$ cat src/rtl/clkdiv_prog_if.sv
// rtl/clkdiv_prog_if.sv - control and status bundle for the programmable clock divider
interface clkdiv_prog_if #(
   parameter int WIDTH = 16
);
   logic             en;
   logic [WIDTH-1:0] div;
   logic             load;
   logic             clk_out;
   logic             tick;
   logic             busy;
   logic [WIDTH-1:0] cur_div;

   modport master (
      output en, div, load,
      input  clk_out, tick, busy, cur_div
   );

   modport slave (
      input  en, div, load,
      output clk_out, tick, busy, cur_div
   );
endinterface

$ cat src/rtl/clkdiv_prog.sv
// rtl/clkdiv_prog.sv - runtime-programmable glitch-free clock divider with tick strobe
module clkdiv_prog #(
   parameter int WIDTH     = 16,
   parameter int RESET_DIV = 2
) (
   input  logic         clk,
   input  logic         rst_n,
   clkdiv_prog_if.slave bus
);
   localparam logic [WIDTH-1:0] RST_DIV = WIDTH'(RESET_DIV);
   localparam logic [WIDTH-1:0] MIN_DIV = WIDTH'(2);
   localparam logic [WIDTH-1:0] ONE     = WIDTH'(1);

   logic [WIDTH-1:0] cnt, cnt_nx;
   logic [WIDTH-1:0] n, n_nx;
   logic [WIDTH-1:0] pending, pending_nx;
   logic [WIDTH-1:0] h_nx;
   logic             busy_q, busy_nx;
   logic             clk_q, clk_nx;
   logic             tick_q, tick_nx;
   logic             at_end;
   logic             wrap;

   always_comb begin
      cnt_nx     = cnt;
      n_nx       = n;
      pending_nx = pending;
      busy_nx    = busy_q;
      wrap       = 1'b0;
      at_end     = (cnt == n - ONE);

      // A period in progress always completes; en is only consulted at its end.
      if (!at_end) begin
         cnt_nx = cnt + ONE;
      end else if (bus.en) begin
         wrap   = 1'b1;
         cnt_nx = '0;
         if (busy_q) begin
            n_nx    = pending;
            busy_nx = 1'b0;
         end
      end else if (busy_q) begin
         // Halted: swap ratio in place and park at the new end-of-period.
         n_nx    = pending;
         cnt_nx  = pending - ONE;
         busy_nx = 1'b0;
      end

      // A load on the same edge supersedes the busy clear above.
      if (bus.load) begin
         pending_nx = (bus.div < MIN_DIV) ? MIN_DIV : bus.div;
         busy_nx    = 1'b1;
      end

      h_nx    = n_nx >> 1;
      clk_nx  = (cnt_nx < h_nx);
      tick_nx = wrap;
   end

   always_ff @(posedge clk or negedge rst_n) begin
      if (!rst_n) begin
         cnt     <= RST_DIV - ONE;
         n       <= RST_DIV;
         pending <= '0;
         busy_q  <= 1'b0;
         clk_q   <= 1'b0;
         tick_q  <= 1'b0;
      end else begin
         cnt     <= cnt_nx;
         n       <= n_nx;
         pending <= pending_nx;
         busy_q  <= busy_nx;
         clk_q   <= clk_nx;
         tick_q  <= tick_nx;
      end
   end

   assign bus.clk_out = clk_q;
   assign bus.tick    = tick_q;
   assign bus.busy    = busy_q;
   assign bus.cur_div = n;
endmodule

$ cat src/flat_wrapper.sv
// flat-port wrapper written by rule: the top's interface ports become plain ports
module clkdiv_prog_flat 
#(
   parameter int WIDTH     = 16,
   parameter int RESET_DIV = 2
)
  (clk, rst_n, bus_en, bus_div, bus_load, bus_clk_out, bus_tick, bus_busy, bus_cur_div);
  clkdiv_prog_if #(.WIDTH(WIDTH)) bus_i ();
  input  logic clk;
  input  logic rst_n;
  input wire logic [$bits(bus_i.en)-1:0] bus_en;
  input wire logic [$bits(bus_i.div)-1:0] bus_div;
  input wire logic [$bits(bus_i.load)-1:0] bus_load;
  output wire logic [$bits(bus_i.clk_out)-1:0] bus_clk_out;
  output wire logic [$bits(bus_i.tick)-1:0] bus_tick;
  output wire logic [$bits(bus_i.busy)-1:0] bus_busy;
  output wire logic [$bits(bus_i.cur_div)-1:0] bus_cur_div;
  assign bus_i.en = bus_en;
  assign bus_i.div = bus_div;
  assign bus_i.load = bus_load;
  assign bus_clk_out = bus_i.clk_out;
  assign bus_tick = bus_i.tick;
  assign bus_busy = bus_i.busy;
  assign bus_cur_div = bus_i.cur_div;
  clkdiv_prog #(.WIDTH(WIDTH), .RESET_DIV(RESET_DIV)) u_core (.clk(clk), .rst_n(rst_n), .bus(bus_i));
endmodule
$ cat config.mk
export PLATFORM = sky130hd
export DESIGN_NAME = clkdiv_prog_flat
export DESIGN_NICKNAME = d
export VERILOG_FILES = /design/src/rtl/clkdiv_prog_if.sv /design/src/rtl/clkdiv_prog.sv /design/src/flat_wrapper.sv
export SDC_FILE = /design/constraint.sdc
export NUM_CORES = 1
export LEC_CHECK = 0
export CAP_MARGIN = 20
export CORE_MARGIN = 5
export CORE_UTILIZATION = 40
export DETAILED_ROUTE_END_ITERATION = 6
export PLACE_DENSITY = 0.58
export SYNTH_ARGS = -nofsm -noshare
export SYNTH_HDL_FRONTEND = slang
export SYNTH_SLANG_ARGS = --single-unit
$ cat constraint.sdc
create_clock -name clk -period 7.21 [get_ports clk]
set_input_delay 1.8025 -clock clk [delete_from_list [all_inputs] [get_ports clk]]
set_output_delay 1.8025 -clock clk [all_outputs]
set_load 0.02 [all_outputs]
==> metrics.txt, run 1 <==
status complete, no violations; clock-pin slew on the worst setup and hold paths 90 ps; Net count, final 467; CTS max path bufs 2; Pwr Density 257.2 nW/um^2; clk_skew 6.322 ps; std cell rows 35; largest net degree at the start of global routing 52; Main synth FF type dfrtp_1; endpoints failing setup 0; post-synthesis average cell area roughly 9.4 um^2; CTS tree done; Worst setup SP type register; async set-reset flop share out of synthesis 1.000; Synth warnings 0; final hold vios 0; fmax 192.8 MHz; Period minus WS final 5186 ps; Synth Instances between 400 and 500; vias in the first global route 3147; ant diodes 0; filler cell count 889; sequential cell area fraction in the yosys report 0.3321; largest family of logic cells by synthesized area simple AND/OR/NAND/NOR gates; unrepaired setup endpoints after global routing false; Die H 108.1 um; clk_lat worst skew 310 ps; grt ovf 0; DRT iter0 DRCs around 250; ANT nets after route 0; share of cells above drive strength 1 0.1160; # H-tree levels 2; Yosys top cell area share 0.3185; core area around 9300 um^2; post-synthesis adder-cell area fraction 0.05525; root buffer cell clkbuf_8; Resize count post-CTS 0; setup_tns 0 ps; hold_buf cts 0; top cells by count, synth dfrtp_1, nand2_1, xnor2_1, nor2_1, o21ai_0; GRT Total Usage 0.1845; Post-Synthesis Net Count 446; sinks on the clock net slightly above 50; Setup Fix Bufs, Post-CTS 0; Die ar. 11690 um^2; mux share of post-synthesis cell area 0.1349; XOR/XNOR share of the synthesized area 0.09782; cell leakage power approximately 1.9 nW; DR pass1 iterations 5; post-synthesis compound-gate area fraction 0.1365; Worst setup EP type register; dpl hpwl 7.897 mm; Worst-Margin Slew 980.5 ps; number of port buffers 38; Cell Area, Synth 3850 um^2; Synth area leader dfrtp_1; Ports 39; most numerous cell in the Yosys netlist dfrtp_1; vias 3210; Netlist cell types 58; critical path class register to register; Final period util 0.7193; ranking of synthesized cells by area dfrtp_1, xnor2_1, ha_1, mux2_4, mux2_2; HP Class register to register; Worst VDD drop between 0.09 and 0.1 mV; simple-gate share of the synthesized area 0.1989; max-cap violations 0; EDFF count, synth 0; Routed WL per cell roughly 18 um; antenna violations before repair 0; Die X 108.1 um; CTS Buf Count 5; first-pass GRT wire length roughly 17 mm; relative slew slack 0.3463; Hold Slack 580.1 ps; Slew Viols, Final 0; total wire length 10.33 mm; Initial Util 0.4127; FF+latch count, synth 51; Layout area overhead 14.23%; GPL Wtd Cong about 0.81; DRC 0; crit path DAT between 5000 and 6000 ps; vias per cell 5.732; crit-path max FO 30; CP required 7440 ps
-- final cells by class --
cell class / count / area [um^2] / area share
inverters: 10 / 37.54 / 0.008535
clock buffers: 6 / 82.58 / 0.01878
repair buffers: 42 / 402.9 / 0.09161
well taps: 129 / 161.4 / 0.03670
clock inverters: 2 / 35.03 / 0.007966
multi-input cells: 320 / 2400 / 0.5457
flip-flops and latches: 51 / 1279 / 0.2908
-- worst max-delay path: stages, from the launching register on --
cell and delay [ps]:
dfrtp_1 490, inv_1 90, ha_1 230, or4b_1 600, o21ai_1 210, o21ai_0 110, a211oi_1 500, or4_1 220
buf_4 300, or2_2 830, mux2i_1 280, ha_1 270, a21o_1 160, a21o_1 170, a21oi_1 140, o211ai_1 90
a21oi_1 150, o211ai_1 100, a21oi_1 160
-- cell usage in the layout, fill, tap and decap left out, drive strengths merged, types with 4 or more instances in the layout --
cell and count:
dfrtp 49, clkdlybuf4s50 37, nand2 32, mux2 29, xnor2 27, o21ai 26
nor2 22, ha 17, xor2 16, nand3 15, mux2i 14, nor4 11
inv 10, nor3 10, a21oi 9, a21o 9, nand4 7, nor2b 7
clkbuf 7, o31ai 6, a2111oi 6, o211ai 5, or4 5, buf 4
-- power breakdown --
| part | internal (mW) | switching [mW] |
|---|---|---|
| Sequential | 0.338 | 0.108 |
| Combinational | 0.226 | 0.249 |
| Clock | 0.112 | 0.0976 |
-- stage by stage --
step                      power (mW)    util  setup WS (ps)  instances  cell area [um^2]
after floorplan               0.7802       -           3055        409              3850
after global placement        0.9167  0.4584           2169        551              4275
after detailed placement      0.9230  0.4584           2068        551              4275
after CTS                      1.135  0.4710           2007        559              4393
after global routing           1.214  0.4715           1634        560              4398
final                          1.131  0.4715           2024        560              4398
-- path summary, 6_finish.rpt --
check                                            from                    end  slack (ps)  depth (start not counted)
worst max register to register  u_core.bus.cur_div[0]     u_core.bus.clk_out        2020                         18
min in group asynchronous                       rst_n  u_core.bus.cur_div[5]        1600                          2
worst min-delay path            u_core.bus.cur_div[1]  u_core.bus.cur_div[1]         580                          2
max in group asynchronous                       rst_n  u_core.bus.cur_div[4]        5170                          2
worst min register to register  u_core.bus.cur_div[1]  u_core.bus.cur_div[1]         580                          2
worst max-delay path            u_core.bus.cur_div[0]     u_core.bus.clk_out        2020                         18
-- metal layers --
metal / vias to the layer above / part of all wire / wire [um] / global-route usage
li1: 1530 / - / - / -
met1: 1580 / 0.50 / 5212 / 0.2700
met2: 94 / 0.45 / 4689 / 0.2940
met3: 6 / 0.036 / 372 / 0.02269
met4: 0 / 0.0055 / 57 / 0.03607
met5: - / 0 / 0 / 0
-- registers in the layout, summed over array words and instances (netlist names) --
| signal | flops |
|---|---|
| u_core.bus.tick | 1 |
| u_core.pending | 16 |
| u_core.cnt | 16 |
| u_core.bus.cur_div | 16 |
| u_core.bus.clk_out | 1 |
| u_core.bus.busy | 1 |
-- kinds of logic after synthesis --
logic type | Yosys count
buffers and inverters | 38
adder cells (fa/ha/maj) | 17
multiplexers | 43
XOR/XNOR | 43
flip-flops | 51
AND/OR/NAND/NOR | 139
AO/OA/AOI/OAI | 78
No activity file was read; power rests on OpenSTA's default activity.
==> inputs of run 2 (changes only) <==
--- a/config.mk
+++ b/config.mk
@@ -9,7 +9,7 @@
 export CORE_MARGIN = 5
 export CORE_UTILIZATION = 40
 export DETAILED_ROUTE_END_ITERATION = 6
-export PLACE_DENSITY = 0.58
+export PLACE_DENSITY = 0.6
 export SYNTH_ARGS = -nofsm -noshare
 export SYNTH_HDL_FRONTEND = slang
 export SYNTH_SLANG_ARGS = --single-unit
==> constraint.sdc (replaced) <==
create_clock -name clk -period 4.5 [get_ports clk]
set_input_delay 1.125 -clock clk [delete_from_list [all_inputs] [get_ports clk]]
set_output_delay 1.125 -clock clk [all_outputs]
set_load 0.02 [all_outputs]
==> metrics.txt, run 2 (synthesized netlist as in run 1, its figures left out) <==
share of cells above drive strength 1 0.1685; Period minus WS final 4256 ps; GRT Total Usage 0.1901; number of port buffers 38; Layout area overhead 18.91%; relative slew slack 0.3952; total wire length 10.79 mm; Net count, final 487; DRT iter0 DRCs 167; vias around 3300; CP required 4700 ps; # H-tree levels 2; ant diodes 0; grt ovf 0; core area between 9000 and 10000 um^2; GPL Wtd Cong 0.8984; crit-path max FO 11; DRC 0; antenna violations before repair 0; Worst-Margin Slew 907.2 ps; CTS Buf Count 5; Final period util 0.9457; first-pass GRT wire length 17.40 mm; clock-pin slew on the worst setup and hold paths 100 ps; cell leakage power 2.006 nW; CTS tree done; Slew Viols, Final 0; filler cell count around 920; DR pass1 iterations 4; Ports 39; fmax roughly 230 MHz; Die H 108.1 um; Die X 108.1 um; std cell rows 35; crit path DAT about 4500 ps; vias in the first global route approximately 3200; most common cell after layout, fill and taps aside dfrtp_1; Worst VDD drop between 0.15 and 0.2 mV; most frequent cells in the layout dfrtp_1, clkdlybuf4s50_1, nand2_1; clk_lat worst skew 310 ps; CTS max path bufs 2; sinks on the clock net 51; status complete, no violations; Pwr Density 400.6 nW/um^2; Power Total 1.834 mW; unrepaired setup endpoints after global routing false; endpoints failing setup 0; ANT nets after route 0; clk_skew between 8 and 9 ps; critical path class register to register; final hold vios 0; Routed WL per cell 18.60 um; root buffer cell clkbuf_8; Worst setup EP type register; max-cap violations 0; largest net degree at the start of global routing 40; vias per cell 5.634; Initial Util 0.4127; setup_tns 0 ps; worst slack at placement about 150 ps; Worst setup SP type register; setup ws final 244.1 ps; Die ar. 11690 um^2; dpl hpwl 8.188 mm; HP Class register to register
## run 2: what timing repair did
item,4_1_cts,5_1_grt
setup endpoints to repair,0,1
buffers inserted,0,1
resized for setup,0,13
hold buffers,0,0
endpoints found under the hold margin,0,0
## run 2: cell type report
type,instances,area (um^2),share of cell area
clock buffers,6,72.57,0.01585
clock inverters,2,12.51,0.002733
inverters,10,37.54,0.008199
multi-input cells,320,2451,0.5354
flip-flops and latches,51,1279,0.2793
well taps,129,161.4,0.03526
repair buffers,62,564.3,0.1233
## run 2: worst max-delay path: stages, from the launching register on
cell and delay, ps:
dfstp_2 410, inv_1 60, ha_2 200, or4b_4 520
or3_1 350, o22ai_2 140, o21ai_1 100, or4_1 460
or2_2 350, buf_4 230, mux2i_1 140, ha_1 310
nand4_1 140, a21oi_1 200, o311ai_0 180, o211ai_1 150
a21oi_2 50, o211ai_1 80, a21oi_1 60
## run 2: layer usage
layer,routed length [um],global-route usage,vias to the layer above
met2,5131,0.3228,92
met5,0,0,-
met1,4878,0.2575,1585
met4,181,0.04058,0
li1,-,-,1577
met3,596,0.02806,14
## run 2: worst paths after layout
check                                 startpoint                     to  slack (ps)  depth (start not counted)
min in group asynchronous                  rst_n        u_core.bus.tick         930                          1
hold reg to reg            u_core.bus.cur_div[5]  u_core.bus.cur_div[5]         580                          1
setup reg to reg           u_core.bus.cur_div[1]     u_core.bus.clk_out         240                         18
hold / removal             u_core.bus.cur_div[5]  u_core.bus.cur_div[5]         580                          1
setup / recovery           u_core.bus.cur_div[1]     u_core.bus.clk_out         240                         18
max in group asynchronous                  rst_n          u_core.cnt[9]        2820                          2
## run 2: report_power, final
group	switching, mW	internal (mW)	leakage (nW)
logic	0.432	0.416	1.34
clock network	0.164	0.109	0.0412
registers	0.172	0.541	0.621
total	0.768	1.07	2.01
## run 2: metrics by stage
stage / instance area [um^2] / cells / hold slack, ps / util
6_report: 4578 / 580 / 579.5 / 0.4908
5_1_grt: 4578 / 580 / 620.9 / 0.4908
4_1_cts: 4511 / 579 / 563.4 / 0.4836
3_5_place_dp: 4425 / 571 / 550.0 / 0.4744
3_3_place_gp: 4425 / 571 / 560.4 / 0.4744
2_1_floorplan: 3850 / 409 / 536.9 / -
==> inputs of run 3 (changes only) <==
--- a/config.mk
+++ b/config.mk
@@ -8,8 +8,10 @@
 export CAP_MARGIN = 20
 export CORE_MARGIN = 5
 export CORE_UTILIZATION = 40
+export CTS_CLUSTER_DIAMETER = 120
 export DETAILED_ROUTE_END_ITERATION = 6
 export PLACE_DENSITY = 0.6
+export RECOVER_POWER = 50
 export SYNTH_ARGS = -nofsm -noshare
 export SYNTH_HDL_FRONTEND = slang
 export SYNTH_SLANG_ARGS = --single-unit
==> metrics.txt, run 3 (synthesized netlist as in run 1, its figures left out) <==
Worst Reg-to-Reg Cells 18; worst path cell trace inv_1 > ha_2 > or4b_4 > or3_1 > o22ai_2 > o21ai_1 > or4_1 > or2_2 > buf_4 > mux2i_1 > ha_1 > nand4_1 > a21oi_1 > o311ai_0 > o211ai_1 > a21oi_2 > o211ai_1 > a21oi_1; DRT iter0 DRCs between 150 and 200; GRT Total Usage 0.1901; Worst VDD drop approximately 0.20 mV; unrepaired setup endpoints after global routing false; Layout area overhead 18.78%; Crit. Startpoint u_core.bus.cur_div[1]; largest net degree at the start of global routing 40; Worst-Margin Slew approximately 2200 ps; std cell rows 35; Power Total approximately 1.8 mW; Die X approximately 110 um; clk_skew 8.447 ps; ANT nets after route 0; sequential share of power 0.389; antenna violations before repair 0; Hold Crit Depth 1; cell count after placement 571; R2R setup slack 240 ps; most frequent cells in the layout dfrtp_1, clkdlybuf4s50_1, nand2_1; Worst setup SP type register; share of cells above drive strength 1 0.1641; DR pass1 iterations 4; Die H 108.1 um; r2r endpoint u_core.bus.clk_out; CP required around 4700 ps; vias in the first global route 3219; CP peak stage delay between 500 and 600 ps; Final period util 0.9458; status finished, violations left; # H-tree levels 2; hold_buf cts 0; Clock Power Share 0.149; core area 9328 um^2; vias per cell 5.631; crit-path max FO 11; Comb pwr share 0.462; root buffer cell clkbuf_8; HP Class register to register; cell leakage power 2.000 nW; crit path DAT 4460 ps; total wire length around 11 mm; Net count, final 487; CTS tree done; CTS max path bufs 2; Ports 39; Sw Ratio 0.4190; final hold vios 0; Routed WL per cell 18.60 um; clock-pin slew on the worst setup and hold paths 100 ps; DRC 0; number of port buffers 38; CTS Buf Count 5; most common cell after layout, fill and taps aside dfrtp_1; GPL Wtd Cong ~0.90; relative slew slack -0.4429; fmax 235.0 MHz; hold_sp u_core.bus.cur_div[5]; Slew Viols, Final 40; worst slack at placement 146.5 ps; clk_lat worst skew 310 ps; max-cap violations 1; Initial Util 0.4127; failing checks capacitance limit, slew limit; sinks on the clock net about 50; Pwr Density 400.9 nW/um^2; Worst setup EP type register; Hold Path End u_core.bus.cur_div[5]; setup_tns 0 ps; grt ovf 0; dpl hpwl about 8.2 mm; Psw 0.7682 mW; first-pass GRT wire length 17.40 mm; endpoints failing setup 0; critical path class register to register; setup ws final 244.1 ps; CP max stage cell or4b_4; Final Non-Filler Cells between 500 and 600; Hold Slack 579.5 ps; vias 3266; Period minus WS final around 4300 ps; ant diodes 0; reg2reg start u_core.bus.cur_div[1]; Internal Power 1.065 mW; Die ar. between 10000 and 15000 um^2
==> run 3: changes by cell type in the layout (fill, tap and decap cells not counted) <==
cell,change
clkdlybuf4s50_1,-1
dlygate4sd3_1,+1
buf_2,-1
buf_4,-1
clkbuf_1,+2
==> run 3: layout make-up <==
type / count / area [um^2]
Sequential cell: 51 / 1279
Tap cell: 129 / 161.4
Clock buffer: 6 / 72.57
Fill cell: 918 / 4755
Multi-Input combinational cell: 320 / 2451
Clock inverter: 2 / 12.51
Inverter: 10 / 37.54
Timing Repair Buffer: 62 / 559.3
==> run 3: worst max path at each step <==
stage / cells after the start / slack [ps] / to
2_1_floorplan: 20 / 350 / u_core.bus.clk_out
3_3_place_gp: 18 / 200 / u_core.bus.clk_out
3_5_place_dp: 18 / 150 / u_core.bus.clk_out
4_1_cts: 18 / 90 / u_core.bus.clk_out
5_1_grt: 18 / 3 / u_core.bus.clk_out
6_report: 18 / 240 / u_core.bus.clk_out
==> run 3: metrics by stage <==
stage | cell area, um^2 | util
after floorplan | 3850 | -
after global placement | 4425 | 0.4744
after detailed placement | 4425 | 0.4744
after CTS | 4511 | 0.4836
after global routing | 4573 | 0.4903
final | 4573 | 0.4903
==> run 3: layer usage <==
metal	up-vias	track usage	routed length, um
li1	1577	-	-
met1	1582	0.2575	4880
met2	93	0.3228	5128
met3	14	0.02806	597
met4	0	0.04058	181
met5	-	0	0
==> run 3: critical path: cells and delay by family (launching register included) <==
kind	cells	cell delay, ps
mux	1	140
fa+ha+maj	2	510
simple gates	5	1820
buf+inv	2	290
compound gates	8	960
flops	1	410
==> run 3: what timing repair did <==
| item | in CTS | in global routing |
|---|---|---|
| setup endpoints to repair | 0 | 1 |
| setup buffers | 0 | 1 |
| gates resized for setup | 0 | 13 |
==> run 3: power by group through the flow <==
stage	registers (mW)	logic, mW	clock network, mW
after floorplan	0.636	0.614	0
after global placement	0.713	0.803	0
after detailed placement	0.715	0.804	0
after CTS	0.706	0.810	0.282
after global routing	0.727	0.948	0.298
final	0.712	0.847	0.274
